**src/rtl/signed_mult_pipe_rs.sv**
```systemverilog
// Pipelined signed/unsigned multiplier with round-half-up rescaling, output saturation,
// valid/ready handshake with whole-pipe backpressure and a lockstep control sideband.
module signed_mult_pipe_rs #(
    parameter int WIDTH                 = 16,
    parameter int OUT_WIDTH             = 32,
    parameter int FRAC_BITS             = 0,
    parameter int STAGES                = 3,
    parameter int CONTROL_SIGNALS_WIDTH = 3
) (
    input  logic                             clk,
    input  logic                             rst,
    input  logic                             in_valid,
    output logic                             in_ready,
    input  logic [WIDTH-1:0]                 x,
    input  logic [WIDTH-1:0]                 y,
    input  logic                             x_signed,
    input  logic                             y_signed,
    input  logic [CONTROL_SIGNALS_WIDTH-1:0] ctrls_in,
    output logic                             out_valid,
    input  logic                             out_ready,
    output logic [OUT_WIDTH-1:0]             result,
    output logic                             sat,
    output logic [CONTROL_SIGNALS_WIDTH-1:0] ctrls_out
);

    localparam int          PW = 2*WIDTH + 2;
    localparam int unsigned DL = STAGES - 1;

    localparam logic signed [PW-1:0] HALF    = (PW'(1) << FRAC_BITS) >> 1;
    localparam logic signed [PW-1:0] SAT_MAX = {{(PW-OUT_WIDTH+1){1'b0}}, {(OUT_WIDTH-1){1'b1}}};
    localparam logic signed [PW-1:0] SAT_MIN = {{(PW-OUT_WIDTH+1){1'b1}}, {(OUT_WIDTH-1){1'b0}}};

    logic                             advance;
    logic signed [WIDTH:0]            x_ext;
    logic signed [WIDTH:0]            y_ext;
    logic signed [PW-1:0]             p_next;
    logic signed [PW-1:0]             p_rnd;
    logic signed [PW-1:0]             r_shift;
    logic [OUT_WIDTH-1:0]             result_next;
    logic                             sat_next;

    logic signed [PW-1:0]             p_pipe [1:DL];
    logic [STAGES:1]                  v_pipe;
    logic [CONTROL_SIGNALS_WIDTH-1:0] c_pipe [1:STAGES];

    always_comb begin
        advance  = out_ready | ~out_valid;
        in_ready = advance;
    end

    always_comb begin
        x_ext  = x_signed ? {x[WIDTH-1], x} : {1'b0, x};
        y_ext  = y_signed ? {y[WIDTH-1], y} : {1'b0, y};
        p_next = PW'(x_ext) * PW'(y_ext);
    end

    // HALF is zero when FRAC_BITS=0, so one expression covers both the rounded and exact paths.
    always_comb begin
        p_rnd       = p_pipe[DL] + HALF;
        r_shift     = p_rnd >>> FRAC_BITS;
        result_next = r_shift[OUT_WIDTH-1:0];
        sat_next    = 1'b0;
        if (r_shift > SAT_MAX) begin
            result_next = {1'b0, {(OUT_WIDTH-1){1'b1}}};
            sat_next    = 1'b1;
        end else if (r_shift < SAT_MIN) begin
            result_next = {1'b1, {(OUT_WIDTH-1){1'b0}}};
            sat_next    = 1'b1;
        end
    end

    always_ff @(posedge clk) begin
        if (rst) begin
            v_pipe <= '0;
            for (int unsigned i = 1; i <= DL; i++) begin
                p_pipe[i] <= '0;
            end
            for (int unsigned i = 1; i <= STAGES; i++) begin
                c_pipe[i] <= '0;
            end
            result <= '0;
            sat    <= 1'b0;
        end else if (advance) begin
            v_pipe[1]  <= in_valid;
            c_pipe[1]  <= ctrls_in;
            p_pipe[1]  <= p_next;
            for (int unsigned i = 2; i <= STAGES; i++) begin
                v_pipe[i] <= v_pipe[i-1];
                c_pipe[i] <= c_pipe[i-1];
            end
            for (int unsigned i = 2; i <= DL; i++) begin
                p_pipe[i] <= p_pipe[i-1];
            end
            result <= result_next;
            sat    <= sat_next;
        end
    end

    always_comb begin
        out_valid = v_pipe[STAGES];
        ctrls_out = c_pipe[STAGES];
    end

endmodule
```
**config.mk**
```make
export PLATFORM = sky130hd
export DESIGN_NAME = signed_mult_pipe_rs
export DESIGN_NICKNAME = d
export VERILOG_FILES = /design/src/rtl/signed_mult_pipe_rs.sv
export SDC_FILE = /design/constraint.sdc
export NUM_CORES = 1
export LEC_CHECK = 0
export ABC_AREA = 1
export CAP_MARGIN = 20
export CORE_ASPECT_RATIO = 1.25
export CORE_MARGIN = 2
export CORE_UTILIZATION = 45
export DETAILED_ROUTE_END_ITERATION = 8
export GPL_ROUTABILITY_DRIVEN = 0
export PLACE_DENSITY = 0.61
export SLEW_MARGIN = 20
export SYNTH_ARGS = -nofsm -noshare
export SYNTH_HDL_FRONTEND = slang
export SYNTH_SLANG_ARGS = --single-unit
```
**constraint.sdc**
```tcl
create_clock -name clk -period 12.03 [get_ports clk]
set_clock_uncertainty 0.05 [all_clocks]
set_input_delay 1.203 -clock clk [delete_from_list [all_inputs] [get_ports clk]]
set_output_delay 1.203 -clock clk [all_outputs]
set_load 0.05 [all_outputs]
```
==> metrics.md, run 1 <==
| Metric | Value |
|---|---|
| Clk sinks | 113 |
| Worst Hold Class | flip-flop to flip-flop |
| Die span in y | 215 microns |
| Ant diodes | 0 |
| Synth top area share | 37.0% |
| Post-Layout Cell Count | 2,482 |
| Netlist Area Pre-Place | 16,000 sq um |
| Compound-Gate Fraction of Synth Area | 3.42% |
| Synth area leader | fa_1 |
| Setup violations, final | 0 |
| Sequential area share after synthesis | 19.0% |
| Crit Reg-Reg Startpoint | v_pipe[3] |
| Final wirelength | 36,900 microns |
| Largest net degree at the start of global routing | 81 |
| Status | completed |
| Drt pass-1 iters | 7 |
| Mapped Nets | 2,400 |
| H-tree depth | 4 |
| Rel. slew slack | 30.3% |
| WL/cell | 14.9 microns |
| Post-layout worst setup margin | 4340 ps |
| Hold endpoint | v_pipe[2] |
| Pre-CTS WS | 3960 ps |
| Row count | 77 |
| Cells after Synth | 1,978 |
| Most common cell after layout, fill and taps aside | inv_1 |
| Tightest Pin Transition | 1050 ps |
| Ports | 79 |
| Slowest CP cell | clkdlybuf4s50_1 |
| Core outline area | 35,200 sq um |
| RSZ-0062 raised after global routing | false |
| 1st-iter DRT viols | 571 |
| Placed Cells | 2,449 |
| Slew Limit Fails | 0 |
| Setup TNS | 0 ps |
| Ys async rst share | 0% |
| CP startpoint | x[15] |
| Critical path class | primary input to flip-flop |
| Clk root buf | clkbuf_16 |
| TritonCTS clock tree | built |
| Post-Synth XOR/XNOR Area | 0.274% |
| Post-DP HPWL | 29,900 microns |
| Worst EP required | 12,140 ps |
| Post-CTS Setup Inserts | 0 |
| Initial Util | 45.5% |
| Die X | 173 microns |
| Fin crit period | 7690 ps |
| Distinct cell type count after synthesis | 33 |
| PostCTS Resize Cnt | 0 |
| Total GRT Usage | 21.4% |
| Synth Register Bits | 113 |
| F_max | 0.130 GHz |
| CTS buffer count | 17 |
| Arrival time of the worst setup path | 7800 ps |
| Commonest non-fill, non-tap cells in the layout | 566 x inv_1, 461 x nand2_1, 296 x fa_1, 154 x nor2_1, 85 x ha_1 |
| Vias per std cell | 4.82 |
| Synthesized-area fraction occupied by adder cells | 43.7% |
| Worst skew pair latency | 410 ps |
| Final Cycle Share | 63.9% |
| Worst R2R End | p_pipe[1][12] |
| Worst path max stage delay | 890 ps |
| Number of global-route vias before repair | 13,002 |
| First-pass GRT wire length | 63,800 microns |
| Final number of hold-violating endpoints | 0 |
| Largest family of logic cells by synthesized area | adder cells |
| Crit-path max FO | 18 |
| Remaining DRCs | 0 |
| Maxcap violations | 0 |
| Antenna violations before repair | 0 |
| Share of post-route cells with drive strength above 1 | 3.19% |
| Die area | 37,100 sq um |
| R2r worst-path depth | 9 |
| Synth area leaders | fa_1 37%, edfxtp_1 14%, inv_1 13% |
| Main synth FF type | edfxtp_1 |
| Simple-gate area share of the yosys netlist | 18.1% |
| Synth warnings | 0 |
| Setup slack, reg-to-reg | 9680 ps |
| CP Launch Type | primary input |
| Worst Min Path Start | v_pipe[1] |
| CTS Buffer Depth | 2 |
| Detail Route Antenna Nets | 0 |
| Nets@finish | 2,417 |
| EDFF count, synth | 77 |
| CP Capture Type | flip-flop |
| GR Overflow Total | 0 |
| Hold Buf Count CTS | 0 |
| Cell breakdown of the critical path | clkdlybuf4s50_1, nand2_1, inv_1, nand2_1, inv_1, fa_1, fa_1, inv_1, fa_1, fa_1, fa_1, fa_1, inv_1, ha_1, nand2_1, nor2_1, nand2_1, nor3_1, nand2_1, nand3_1, and2_1, nor2_1 |
| Worst path most repeated cell | fa_1 |
| Via count | 11,963 |
| Mapped Avg Cell Area | 8.09 sq um |
| Hold path cells | 2 |
| Buffers on Ports | 78 |
| Final-layout fill cell count | 3,340 |
| Post-synthesis mux area share | 0% |
| Clk pin slew, worst setup/hold paths | 60 ps |
| Area Overhead vs Synth | 10.6% |
-- worst max-delay path: cells and delay by family --
family                     cells  cell delay [ps]
and+or+nand+nor               10             1390
adders and majority gates      7             3570
buffers and inverters          5             1620
-- cell families after synthesis --
family	Yosys count
AO/OA/AOI/OAI	103
XOR/XNOR	5
buffers and inverters	658
flip-flops	113
AND/OR/NAND/NOR	718
adder cells (fa/ha/maj)	381
-- layout make-up --
class / count / area [sq um] / share of cell area, %
repair buffers: 87 / 868 / 4.91
clock inverters: 8 / 73.8 / 0.417
clock buffers: 24 / 513 / 2.90
flip-flops and latches: 113 / 3030 / 17.1
inverters: 569 / 2140 / 12.1
multi-input cells: 1207 / 10500 / 59.2
well taps: 474 / 593 / 3.35
-- sequential cells by signal, indices dropped and copies added, names as in the netlist --
| name | count |
|---|---|
| sat | 1 |
| v_pipe | 3 |
| p_pipe | 68 |
| result | 32 |
| c_pipe | 9 |
-- per-layer routing --
metal | vias to the layer above | routed length (microns) | part of all wire, % | track usage, %
met1 | 5884 | 14400 | 39 | 24.7
li1 | 5708 | - | - | -
met4 | 0 | 1090 | 3.0 | 7.55
met5 | - | 0 | 0 | 0
met2 | 291 | 20100 | 55 | 40.5
met3 | 80 | 1300 | 3.5 | 2.67
-- synth_stat cells (all sizes together) (2+ instances only) --
library cell / number
o21ai: 47
fa: 296
nand4: 6
clkbuf: 77
nand2: 468
nand3: 64
and2: 4
xnor2: 3
nand3b: 2
buf: 12
dfxtp: 36
a21oi: 43
o21a: 6
inv: 569
or2: 4
nor2: 161
edfxtp: 77
o21bai: 5
ha: 85
xor2: 2
nor3: 8
-- metrics by stage --
stage | hold WS, ps | util (%) | area (sq um)
final | 422 | 50.3 | 17700
after global routing | 450 | 50.3 | 17700
after CTS | 417 | 50.3 | 17700
after detailed placement | 406 | 48.6 | 17100
after global placement | 403 | 48.6 | 17100
after floorplan | 394 | - | 16000
-- worst max-delay path by stage --
| stage | end | slack (ps) | cells past startpoint |
|---|---|---|---|
| 6_report | p_pipe[1][30] | 4340 | 22 |
| 3_3_place_gp | p_pipe[1][30] | 4100 | 22 |
| 3_5_place_dp | p_pipe[1][30] | 3960 | 22 |
| 4_1_cts | p_pipe[1][30] | 4380 | 22 |
| 2_1_floorplan | p_pipe[1][33] | 5360 | 25 |
| 5_1_grt | p_pipe[1][30] | 3840 | 22 |
Power of run 1 is left out: the tool's default activity adds up to more than one toggle a clock period on the data nets, which glitch-free logic cannot reach.
==> run 2, diff against run 1 <==
--- a/config.mk
+++ b/config.mk
@@ -12,7 +12,7 @@
 export CORE_UTILIZATION = 45
 export DETAILED_ROUTE_END_ITERATION = 8
 export GPL_ROUTABILITY_DRIVEN = 0
-export PLACE_DENSITY = 0.61
+export PLACE_DENSITY = 0.63
 export SLEW_MARGIN = 20
 export SYNTH_ARGS = -nofsm -noshare
 export SYNTH_HDL_FRONTEND = slang
==> constraint.sdc (replaced) <==
create_clock -name clk -period 6.7 [get_ports clk]
set_clock_uncertainty 0.05 [all_clocks]
set_input_delay 0.67 -clock clk [delete_from_list [all_inputs] [get_ports clk]]
set_output_delay 0.67 -clock clk [all_outputs]
set_load 0.05 [all_outputs]
==> metrics.md, run 2 (same netlist as run 1, synthesis figures left out) <==
| Metric | Value |
|---|---|
| Status | completed |
| Remaining DRCs | 0 |
| Core outline area | 35,200 sq um |
| Area Overhead vs Synth | 14.8% |
| Area after DPL | 17,700 sq um |
| Placed Cells | 2,527 |
| RSZ-0062 raised after global routing | false |
| CP Launch Type | primary input |
| Largest net degree at the start of global routing | 81 |
| CTS buffer count | 17 |
| PostCTS Resize Cnt | 0 |
| Drt pass-1 iters | 5 |
| Number of global-route vias before repair | 13,355 |
| Fin crit period | 6350 ps |
| Cell breakdown of the critical path | clkdlybuf4s50_1, nand2_1, inv_1, buf_4, nand2_1, fa_1, inv_1, fa_1, fa_1, fa_1, fa_1, fa_1, ha_1, buf_4, nand2_1, nor2_1, nand2_1, nor3_1, nand2_1, nand3_1, and2_1, nor2_1 |
| Largest register FFs | 68 |
| Arrival time of the worst setup path | 6450 ps |
| Post-CTS Setup Inserts | 0 |
| Via count | 12,160 |
| First-pass GRT wire length | 63,200 microns |
| Initial Util | 45.5% |
| TritonCTS clock tree | built |
| Antenna violations before repair | 0 |
| Buffers on Ports | 78 |
| Worst skew pair latency | 400 ps |
| Die X | 173 microns |
| Ant diodes | 0 |
| Setup violations, final | 0 |
| F_max | 0.158 GHz |
| Clk root buf | clkbuf_16 |
| Hold Buf Count CTS | 0 |
| Nets@finish | 2,494 |
| Rel. slew slack | 31.4% |
| CTS Buffer Depth | 2 |
| Row count | 77 |
| Top reg by flops | p_pipe |
| 1st-iter DRT viols | 666 |
| Clk sinks | 113 |
| WL/cell | 14.1 microns |
| Share of post-route cells with drive strength above 1 | 6.81% |
| Commonest non-fill, non-tap cells in the layout | 568 x inv_1, 461 x nand2_1, 296 x fa_1, 154 x nor2_1, 85 x ha_1 |
| Final Cycle Share | 94.7% |
| Tightest Pin Transition | 1030 ps |
| Ports | 79 |
| GR Overflow Total | 0 |
| Die area | 37,100 sq um |
| CP Capture Type | flip-flop |
| Detail Route Antenna Nets | 0 |
| Final wirelength | 36,200 microns |
| Total GRT Usage | 21.0% |
| Critical path class | primary input to flip-flop |
| Post-Layout Cell Count | 2,559 |
| Final number of hold-violating endpoints | 0 |
| Worst path most repeated cell | fa_1 |
| Worst path max stage delay | 730 ps |
| H-tree depth | 4 |
| Post-layout utilization of the core | 52.2% |
| Regs by FF count | p_pipe (68), result (32), c_pipe (9) |
| Hold_ws | 414 ps |
| Worst EP required | 6810 ps |
| Clk pin slew, worst setup/hold paths | 60 ps |
| Worst Hold Class | flip-flop to flip-flop |
| Vias per std cell | 4.75 |
| Slowest CP cell | fa_1 |
| Post-DP HPWL | 31,000 microns |
| Most common cell after layout, fill and taps aside | inv_1 |
| Crit-path max FO | 9 |
| Slew Limit Fails | 0 |
| Die span in y | 215 microns |
| Post-route cell area | 18,400 sq um |
| Maxcap violations | 0 |
-- run 2: cell count changes in the layout (fill, tap and decap cells not counted), sizes merged --
cell,delta
inv,+1
bufinv,-1
clkbuf,+3
clkinv,-2
clkinvlp,-1
buf,+77
-- run 2: layer usage --
metal	share of wire, %	vias to the layer above	track usage [%]
met3	3.0	65	1.84
li1	-	5853	-
met2	55	261	40.9
met1	39	5981	24.0
met5	0	-	0
met4	2.6	0	6.47
-- run 2: worst max-delay path: cells and delay by family --
family	cells	cell delay (ps)
and+or+nand+nor	10	1160
buffers and inverters	5	1150
adders and majority gates	7	3460
-- run 2: through the flow --
step / setup TNS (ps) / worst slack (ps)
CTS: 0 / 408
detailed placement: -11.3 / -10.5
global route: 0 / 19.5
global placement: 0 / 76.6
floorplan: 0 / 567
finish: 0 / 354
-- run 2: path summary, 6_finish.rpt --
check / slack, ps / to / start / depth (start not counted)
max: 350 / p_pipe[1][30] / x_signed / 22
min: 410 / result[31] / result[31] / 2
max reg2reg: 4350 / p_pipe[1][16] / v_pipe[3] / 9
min reg2reg: 410 / result[31] / result[31] / 2
-- run 2: final cells by class --
type | count | area [sq um]
Inverter | 569 | 2140
Fill cell | 3326 | 16800
Tap cell | 474 | 593
Timing Repair Buffer | 164 | 1490
Clock inverter | 5 | 30.0
Clock buffer | 27 | 598
Sequential cell | 113 | 3030
Multi-Input combinational cell | 1207 | 10500
Power of run 2 is left out for the same reason.
==> run 3, diff against run 2 <==
--- a/config.mk
+++ b/config.mk
@@ -6,6 +6,7 @@
 export NUM_CORES = 1
 export LEC_CHECK = 0
 export ABC_AREA = 1
+export ABC_CLOCK_PERIOD_IN_PS = 6700
 export CAP_MARGIN = 20
 export CORE_ASPECT_RATIO = 1.25
 export CORE_MARGIN = 2
==> results of run 3 <==
Same layout as run 2: the final DEF is identical, and so are final timing and power.
Power of run 3 is left out for the same reason.
